### config.mk
export PLATFORM = sky130hd
export DESIGN_NAME = addr_calc
export DESIGN_NICKNAME = d
export VERILOG_FILES = /design/src/rtl/addr_calc.sv
export SDC_FILE = /design/constraint.sdc
export NUM_CORES = 1
export LEC_CHECK = 0
export ABC_CLOCK_PERIOD_IN_PS = 800
export BUFFER_PORTS_ARGS = -buffer_cell sky130_fd_sc_hd__buf_2
export CAP_MARGIN = 20
export CORE_ASPECT_RATIO = 0.7
export CORE_MARGIN = 2
export CORE_UTILIZATION = 35
export CTS_CLUSTER_DIAMETER = 150
export DETAILED_ROUTE_END_ITERATION = 6
export GPL_TIMING_DRIVEN = 0
export PLACE_DENSITY = 0.54
export SYNTH_ARGS = -nofsm -noshare
export SYNTH_HDL_FRONTEND = slang
export SYNTH_SLANG_ARGS = --single-unit
### constraint.sdc
create_clock -name clk -period 0.8 [get_ports clk]
set_clock_uncertainty 0.05 [all_clocks]
set_input_delay 0 -clock clk [delete_from_list [all_inputs] [get_ports clk]]
set_output_delay 0 -clock clk [all_outputs]
set_load 0.02 [all_outputs]
### src/rtl/addr_calc.sv
// Per-sprite pixel hit test and sprite-memory address generator.
// One registered result per clock; output is zero whenever the pixel misses.
module addr_calc (
  input  logic        clk,
  input  logic        reset,
  input  logic [79:0] pattern_info,
  input  logic [31:0] sprite_info,
  input  logic [9:0]  hcount,
  input  logic [9:0]  vcount,
  output logic [15:0] addr_output,
  output logic        valid
);

  logic [15:0] base, width, height, stride;
  logic        visible, hflip;
  logic [9:0]  x_left, y_top;

  logic [16:0] hc_ext, vc_ext, x_ext, y_ext, x_end, y_end;
  logic [15:0] col, row, col_sel, row_off;
  logic        hit_d;
  logic [15:0] addr_d;
  logic        valid_q;
  logic [15:0] addr_q;
  logic        unused_fields;

  always_comb begin
    base    = pattern_info[79:64];
    width   = pattern_info[63:48];
    height  = pattern_info[47:32];
    stride  = pattern_info[31:16];
    visible = sprite_info[31];
    hflip   = sprite_info[30];
    y_top   = sprite_info[29:20];
    x_left  = sprite_info[19:10];
    unused_fields = ^{pattern_info[15:0], sprite_info[9:0]};
  end

  // 17-bit compare so x+W / y+H never wrap; nothing past column/row 1023 can hit.
  always_comb begin
    hc_ext = {7'b0, hcount};
    vc_ext = {7'b0, vcount};
    x_ext  = {7'b0, x_left};
    y_ext  = {7'b0, y_top};
    x_end  = x_ext + {1'b0, width};
    y_end  = y_ext + {1'b0, height};
    hit_d  = visible && (hc_ext >= x_ext) && (hc_ext < x_end)
                     && (vc_ext >= y_ext) && (vc_ext < y_end);
  end

  always_comb begin
    col     = {6'b0, hcount} - {6'b0, x_left};
    row     = {6'b0, vcount} - {6'b0, y_top};
    col_sel = hflip ? (width - 16'd1 - col) : col;
    row_off = row * stride;
    addr_d  = '0;
    if (hit_d) begin
      addr_d = base + row_off + col_sel;
    end
  end

  always_ff @(posedge clk or negedge reset) begin
    if (!reset) begin
      valid_q <= 1'b0;
      addr_q  <= '0;
    end else begin
      valid_q <= hit_d;
      addr_q  <= addr_d;
    end
  end

  always_comb begin
    valid       = valid_q;
    addr_output = addr_q;
  end

endmodule

==> out/results.txt <==
share of flip-flops with an asynchronous set or reset: 100%
DRC violations left: 0
Mapped Cells: 949
Crit path largest cell delay: 0.54 ns
antenna violations before repair: 0
CP required: 0.89 ns
distinct cell type count after synthesis: 66
Peak supply drop: 5.08 mV
Max-Cap Viols: 0
die width: 185 µm
Root Buffer: clkbuf_16
Slew Limit Fails: 0
RSZ-0062 raised after global routing: true
die span in y: 131 µm
drt initial violations: 278
core area: 0.0226 mm²
PnR worst setup slack: -6.45 ns
status: finished with violations
DP Cell Count: 1,383
Synth warnings: 0
fin cells: 1,413
row cnt: 46
top_reg_cell synth: dfrtp_1
crit path time final: 7.25 ns
Synth area leaders: fa_1 27%, ha_1 18%, inv_1 7.9%, dfrtp_1 5.3%, xnor2_1 5.2%
average cell area after synthesis: 8.47 µm²
Min-Delay Path Class: in2async
remaining antenna violation count after routing: 0
WL final: 21.8 mm
final number of setup-violating endpoints: 23
NumNets Final: 1,458
DR WL/cell: 15.5 µm
Slowest-stage cell, CP: fa_1
Via density: 4.94
cell area after layout: 0.0102 mm²
overall routing resource usage: 18.4%
dominant cell type by area after synthesis: fa_1
worst rel slew slack: 43.6%
violated checks: negative setup slack
CTS Buffer Depth: 2
CP most frequent cell: xnor2_1
port buffer count: 121
grt total ovfl: 0
critical path class: in2reg
CP arrival: 7.34 ns
Mapped Nets: 1,305
post-place setup slack: -7.10 ns
top post-synthesis cells by count: 169 x inv_1, 113 x ha_1, 109 x fa_1, 87 x nand2_1, 48 x xnor2_1
Fmax: 0.138 GHz
largest net degree at the start of global routing: 18
ratio of cells with drive above 1 in the final layout: 24.9%
Starting Density: 35.5%
Clock transition at path regs: 0.05 ns
CP startpoint kind: primary input
crit-path max FO: 3
Power per Cell Area: 5360 mW/mm²
ANT cells: 0
vias: 6,985
first-pass GRT wire length: 35.3 mm
H-tree depth: 1
register area share after synthesis: 5.29%
top-area cell type share of the netlist area: 27.1%
DR pass1 iterations: 5
number of synthesized flops with an enable pin: 0
Clock Sink Count: 17
CTS Buf Count: 3
most common cell in the netlist: inv_1
Final Hold Viols: 0
fin crit share: 906%
final core occ: 45.0%
placed inst area: 0.00934 mm²
Cell Area, Synth: 0.00804 mm²
area grow syn2layout: 26.7%
Leak: 4.97 nW
endpoint type of the worst setup path: flip-flop
vias in the first global route: 6,850
Worst-Margin Slew: 0.842 ns
Die ar.: 0.0242 mm²
io pins: 151
Routability Congestion: 0.829
Yosys reg bits: 17
DP Wirelength: 18.5 mm
CTS tree: done
## metrics by stage
step                setup TNS (ns)  hold WS, ns  power [mW]
floorplan                   -68.66       -0.346        39.4
global route                -77.46        0.217        58.4
finish                      -72.90        0.163        54.5
global placement            -80.11      -0.0889        45.3
detailed placement          -78.14      -0.0920        45.5
CTS                         -73.67        0.179        49.8
## cell usage in the layout (no fill, tap or decap), types with 5 or more instances in the layout
cell      count
inv_1       158
fa_1        105
buf_2       100
ha_1         93
nand2_1      86
xnor2_1      39
nor2_1       28
a21o_1       27
and2_1       26
buf_6        26
nand2b_1     24
and3_1       23
buf_4        21
a21oi_1      19
ha_4         19
o21ai_0      18
dfrtp_1      17
nand3_1      16
clkbuf_1     16
a21oi_2      14
nor2b_1      12
nor3_1       12
xor2_1       10
o21bai_1      9
inv_2         9
o21ai_2       9
nand4_1       9
o21ai_1       9
xnor2_2       9
o21a_1        5
o211ai_1      5
a211oi_1      5
## critical path: cells and delay by family
family / cells / cell delay, ns
compound gates: 10 / 1.88
xor+xnor: 10 / 1.78
fa+ha+maj: 8 / 2.89
buf+inv: 4 / 0.23
simple gates: 3 / 0.53
## registers in the layout, indices dropped and copies added, names as in the netlist
register and cells:
valid 1, addr_output 16
## cells by family (layout without fill, tap and decap cells)
kind of cell	Yosys count	count (layout)	synth area share (%)
AND/OR/NAND/NOR	273	273	17.4
adder cells (fa/ha/maj)	224	224	45.0
buffers and inverters	191	343	9.03
AO/OA/AOI/OAI	176	176	15.3
XOR/XNOR	63	63	7.38
flip-flops	17	17	5.29
multiplexers	5	5	0.654
## power breakdown
part           internal [mW]  leakage, nW  switching [mW]
combinational           27.0         4.70            25.4
sequential              1.03        0.235          0.0620
clock                  0.671       0.0409           0.370
## final timing paths
kind | from | end | slack, ns | depth (start not counted)
worst max-delay path | hcount[0] | addr_output[15] | -6.45 | 35
worst min-delay path | reset | valid | 0.16 | 2
max in group asynchronous | reset | addr_output[0] | 0.25 | 2
min in group clk | pattern_info[64] | addr_output[0] | 0.21 | 4
## cell type report
| class | instances | area (µm²) |
|---|---|---|
| Timing Repair Buffer | 150 | 996 |
| Buffer | 20 | 77.6 |
| Fill cell | 2246 | 12400 |
| Clock inverter | 1 | 5.00 |
| Multi-Input combinational cell | 741 | 7560 |
| Sequential cell | 17 | 425 |
| Clock buffer | 3 | 75.1 |
| Inverter | 169 | 652 |
| Tap cell | 312 | 390 |
## routing by layer
metal,vias to the layer above,wire length (µm),share of wire (%),global-route usage (%)
li1,3463,-,-,-
met1,3356,11500,53,28.8
met2,149,9160,42,28.0
met3,17,901,4.1,1.80
met4,0,257,1.2,2.38
met5,-,0,0,0
## what timing repair did
item	CTS	global route
setup endpoints to repair	34	34
endpoints found under the hold margin	17	0
gates cloned	1	0
gates resized for setup	80	50
pin swaps	63	77
buffers inserted	23	12
hold buffers	1	0
Power figures use the tool's default switching activity.
